==> config.mk <==
export PLATFORM = sky130hd
export DESIGN_NAME = seq_rotator
export DESIGN_NICKNAME = d
export VERILOG_FILES = /design/src/rtl/seq_rotator.sv
export SDC_FILE = /design/constraint.sdc
export NUM_CORES = 1
export LEC_CHECK = 0
export CAP_MARGIN = 20
export CORE_ASPECT_RATIO = 0.6
export CORE_UTILIZATION = 63
export DETAILED_ROUTE_END_ITERATION = 8
export DONT_BUFFER_PORTS = 1
export GPL_ROUTABILITY_DRIVEN = 0
export PLACE_DENSITY = 0.87
export SKIP_CTS_REPAIR_TIMING = 1
export SLEW_MARGIN = 20
export SYNTH_ARGS = -nofsm -noshare
export SYNTH_HDL_FRONTEND = slang
export SYNTH_SLANG_ARGS = --single-unit
==> constraint.sdc <==
create_clock -name clock -period 1.9 [get_ports clock]
set_clock_uncertainty 0.1 [all_clocks]
set_input_delay 0.475 -clock clock [delete_from_list [all_inputs] [get_ports clock]]
set_output_delay 0.475 -clock clock [all_outputs]
set_load 0.05 [all_outputs]
==> src/rtl/seq_rotator.sv <==
// seq_rotator: multi-cycle rotate of B by A mod 32, one bit per clock, taking the shorter direction.
module seq_rotator #(
    parameter int WIDTH = 32,
    parameter int CNT_W = 5
) (
    input  logic             clock,
    input  logic             reset,
    input  logic             start,
    input  logic             dir,
    input  logic [WIDTH-1:0] B,
    input  logic [WIDTH-1:0] A,
    output logic             busy,
    output logic             done,
    output logic [WIDTH-1:0] R
);
    typedef enum logic [1:0] {IDLE, RUN, DONE} state_t;
    state_t             state_q, state_d;
    logic [WIDTH-1:0]   r_q, r_d;
    logic [CNT_W-1:0]   cnt_q, cnt_d;
    logic               dir_q, dir_d;
    logic [CNT_W-1:0]   n_amt, eff;
    logic               long_way, accept;
    logic               unused_a;
    assign unused_a = ^A[WIDTH-1:CNT_W];
    assign n_amt    = A[CNT_W-1:0];
    assign long_way = n_amt > CNT_W'(16);
    // Two's complement negation of N yields 32-N within the counter width.
    assign eff      = long_way ? CNT_W'(0) - n_amt : n_amt;
    assign accept   = start && (state_q != RUN);
    always_comb begin
        state_d = state_q;
        r_d     = r_q;
        cnt_d   = cnt_q;
        dir_d   = dir_q;
        if (accept) begin
            r_d     = B;
            cnt_d   = eff;
            dir_d   = dir ^ long_way;
            state_d = (eff != '0) ? RUN : DONE;
        end else if (state_q == RUN) begin
            r_d     = dir_q ? {r_q[0], r_q[WIDTH-1:1]} : {r_q[WIDTH-2:0], r_q[WIDTH-1]};
            cnt_d   = cnt_q - CNT_W'(1);
            state_d = (cnt_q == CNT_W'(1)) ? DONE : RUN;
        end else if (state_q == DONE) begin
            state_d = IDLE;
        end
    end
    always_ff @(posedge clock) begin
        if (reset) begin
            state_q <= IDLE;
            r_q     <= '0;
            cnt_q   <= '0;
            dir_q   <= 1'b0;
        end else begin
            state_q <= state_d;
            r_q     <= r_d;
            cnt_q   <= cnt_d;
            dir_q   <= dir_d;
        end
    end
    assign busy = (state_q == RUN);
    assign done = (state_q == DONE);
    assign R    = r_q;
endmodule

==> flow_summary.toml <==
[status]
outcome = "finished, final reports clean"

[grt]
gr-usage-met1_pct = 39.56
grt_pass1_vias = 1786
use_met2_pct = 39.64
gr-total-overflow = 0
grt_max_degree = 69
busiest_layer = "met2"
antenna_found_initial = 0
grt.total_usage_pct = 27.73
grt.met3_usage_pct = 8.333
grt_pass1_wl_mm = 8.411

[drt]
wl_per_cell_um = 17.27
drc = 0
routed_wl_mm = 5.111
antenna_left = 0
firstDrtPassIters = 4
first_iter_violations = 91
via_count = 1907
vias_per_cell = 6.443

[sta]
maxSlewHeadroom_pct = 59.60
rsz0062_at_grt = "no"
finalCritPeriodShare_pct = 96.67
fin_hold_ws_ns = 0.1443
max_slew.worst_pin.slew_ns = 0.6052
postLayoutSetupSlackWorst_ns = 0.06322
fin_crit_ns = 1.837
fin_tns_setup_ns = 0
drv_slew = 0
setup_viol = 0
clock.fmax_mhz = 544.4
final_hold_viol_count = 0

[final_layout]
fillerInstances = 246
final_layout_size_suffix_gt1_share_pct = 11.95
area_growth_pct = 6.758
design_area_um2 = 2530
antennaDiodeCount = 0
stdcell_count = 296
fin_nets = 323
final_util_pct = 73.90

[place]
placed_area_um2 = 2404
dp.cells = 288
preCtsSetupSlack_ns = 0.2316
hpwl_mm = 3.499
io_buffers = 0

[synth]
synth_common_cells = "63 x a211oi_1, 40 x dfxtp_1, 34 x nor2b_1"
synth_edf_count = 0
synth.top_cell.area_share_pct = 33.79
syn_avg_cell_area_um2 = 9.404
synth_area_leaders = "dfxtp_1 34%, a211oi_1 20%, mux2i_1 14%, nor2b_1 9.0%, buf_6 3.3%"
yosys.area.top_type = "dfxtp_1"
yosys_warnings = 0
ys.flop_type = "dfxtp_1"
synth_cell_types = 36
ys_seq_area_share_pct = 33.79
synth_cells = 252
syn-cell-area_um2 = 2370
yosysMostFrequentCell = "a211oi_1"
synth_nets = 325
ys_seq_elements = 40
async_flop_share_pct = 0

[power_and_ir_drop]
p_leak_nw = 0.8738
p_sw_mw = 0.9161
p_seq_share_pct = 46.3
p_int_mw = 1.662
p_clk_share_pct = 29.4
power_per_cell_area_nw_per_um2 = 1019
peakVddDrop_mv = 0.6332
power_mw = 2.579
combPwrFrac_pct = 24.3
sw_frac_of_total_pct = 35.53

[clocking]
cts.clk_slew.worst_paths_ns = 0.08
htreeDepth = 2
max-clock-path-buffers = 2
clk_latency_ns = 0.29
cts_tree = "yes"
cts_buffers = 5
cts-root-buf = "clkbuf_8"
cts_sinks = 40

[floorplan]
row_count = 16
die_h_um = 49.51
fp.dieArea_um2 = 4019
io_pins = 102
dieWidth_um = 81.18
coreArea_um2 = 3423
initial_core_util_pct = 69.23

[critical_path]
crit_path_start_kind = "register"
crit_type = "reg2out"
crit_path_end_kind = "primary output"
crit_arrival_ns = 1.26
cp.required_ns = 1.32
crit_fanout = 11

[worst_hold_path]
hold_class = "in2reg"

[run]
maxCapViolations = 0
worst max-delay path: stages (launching register included):
cell and delay, ns:
dfxtp_1 0.38, ha_2 0.35, buf_4 0.25
power by group through the flow:
| stage | Combinational, mW | Clock [mW] | Sequential [mW] |
|---|---|---|---|
| final | 0.627 | 0.757 | 1.19 |
| after global routing | 0.682 | 0.808 | 1.21 |
| after CTS | 0.627 | 0.774 | 1.19 |
| after detailed placement | 0.622 | 0 | 1.21 |
| after global placement | 0.602 | 0 | 1.21 |
| after floorplan | 0.449 | 0 | 1.29 |
final timing paths:
kind,startpoint,to,slack [ns],depth (start not counted)
setup reg to reg,state_q[0],cnt_q[0],0.23,6
setup / recovery,state_q[0],busy,0.06,2
hold reg to reg,state_q[1],state_q[1],0.41,2
hold / removal,reset,R[5],0.14,1
kinds of logic after synthesis:
logic type / share of synthesized area, %
DFF: 33.79
muxes: 13.94
adders and majority gates: 2.640
buffers and inverters: 8.501
AOI/OAI and AO/OA: 27.35
xor gates and xnor gates: 1.109
and+or+nand+nor: 12.67
registers in the layout, summed over array words and instances, names as in the netlist:
signal	cells
cnt_q	5
state_q	2
R	32
dir_q	1
layout make-up:
type                            count  area, um2  area share (%)
Sequential cell                    40      802.0           31.70
Clock inverter                      1      30.03           1.187
Tap cell                           45      56.30           2.226
Multi-Input combinational cell    179       1370           54.15
Clock buffer                        7      96.34           3.808
Inverter                            8      30.03           1.187
Timing Repair Buffer               16      145.1           5.737
metal layers:
metal,vias to the layer above,routed length (um)
met5,-,0
met4,0,17
met3,2,445
met2,79,2163
met1,871,2484
li1,955,-
placed cells by master, fill, tap and decap left out, types with 2 or more instances in the layout:
| master | synthesis | routed |
|---|---|---|
| a211oi_1 | 63 | 63 |
| dfxtp_1 | 40 | 39 |
| nor2b_1 | 34 | 34 |
| mux2i_1 | 33 | 33 |
| buf_4 | 4 | 14 |
| inv_1 | 8 | 8 |
| clkbuf_8 | 0 | 7 |
| nor2_1 | 6 | 6 |
| a21oi_1 | 5 | 5 |
| ha_1 | 5 | 4 |
| nand3_1 | 3 | 3 |
| o21ai_0 | 2 | 2 |
| nor3_1 | 2 | 2 |
| xor2_1 | 2 | 2 |
| nand2_1 | 2 | 2 |
| nand4_1 | 2 | 2 |
| a31oi_1 | 2 | 2 |
| a211oi_2 | 2 | 2 |
| buf_12 | 0 | 2 |
No activity file was read; power rests on OpenSTA's default activity.
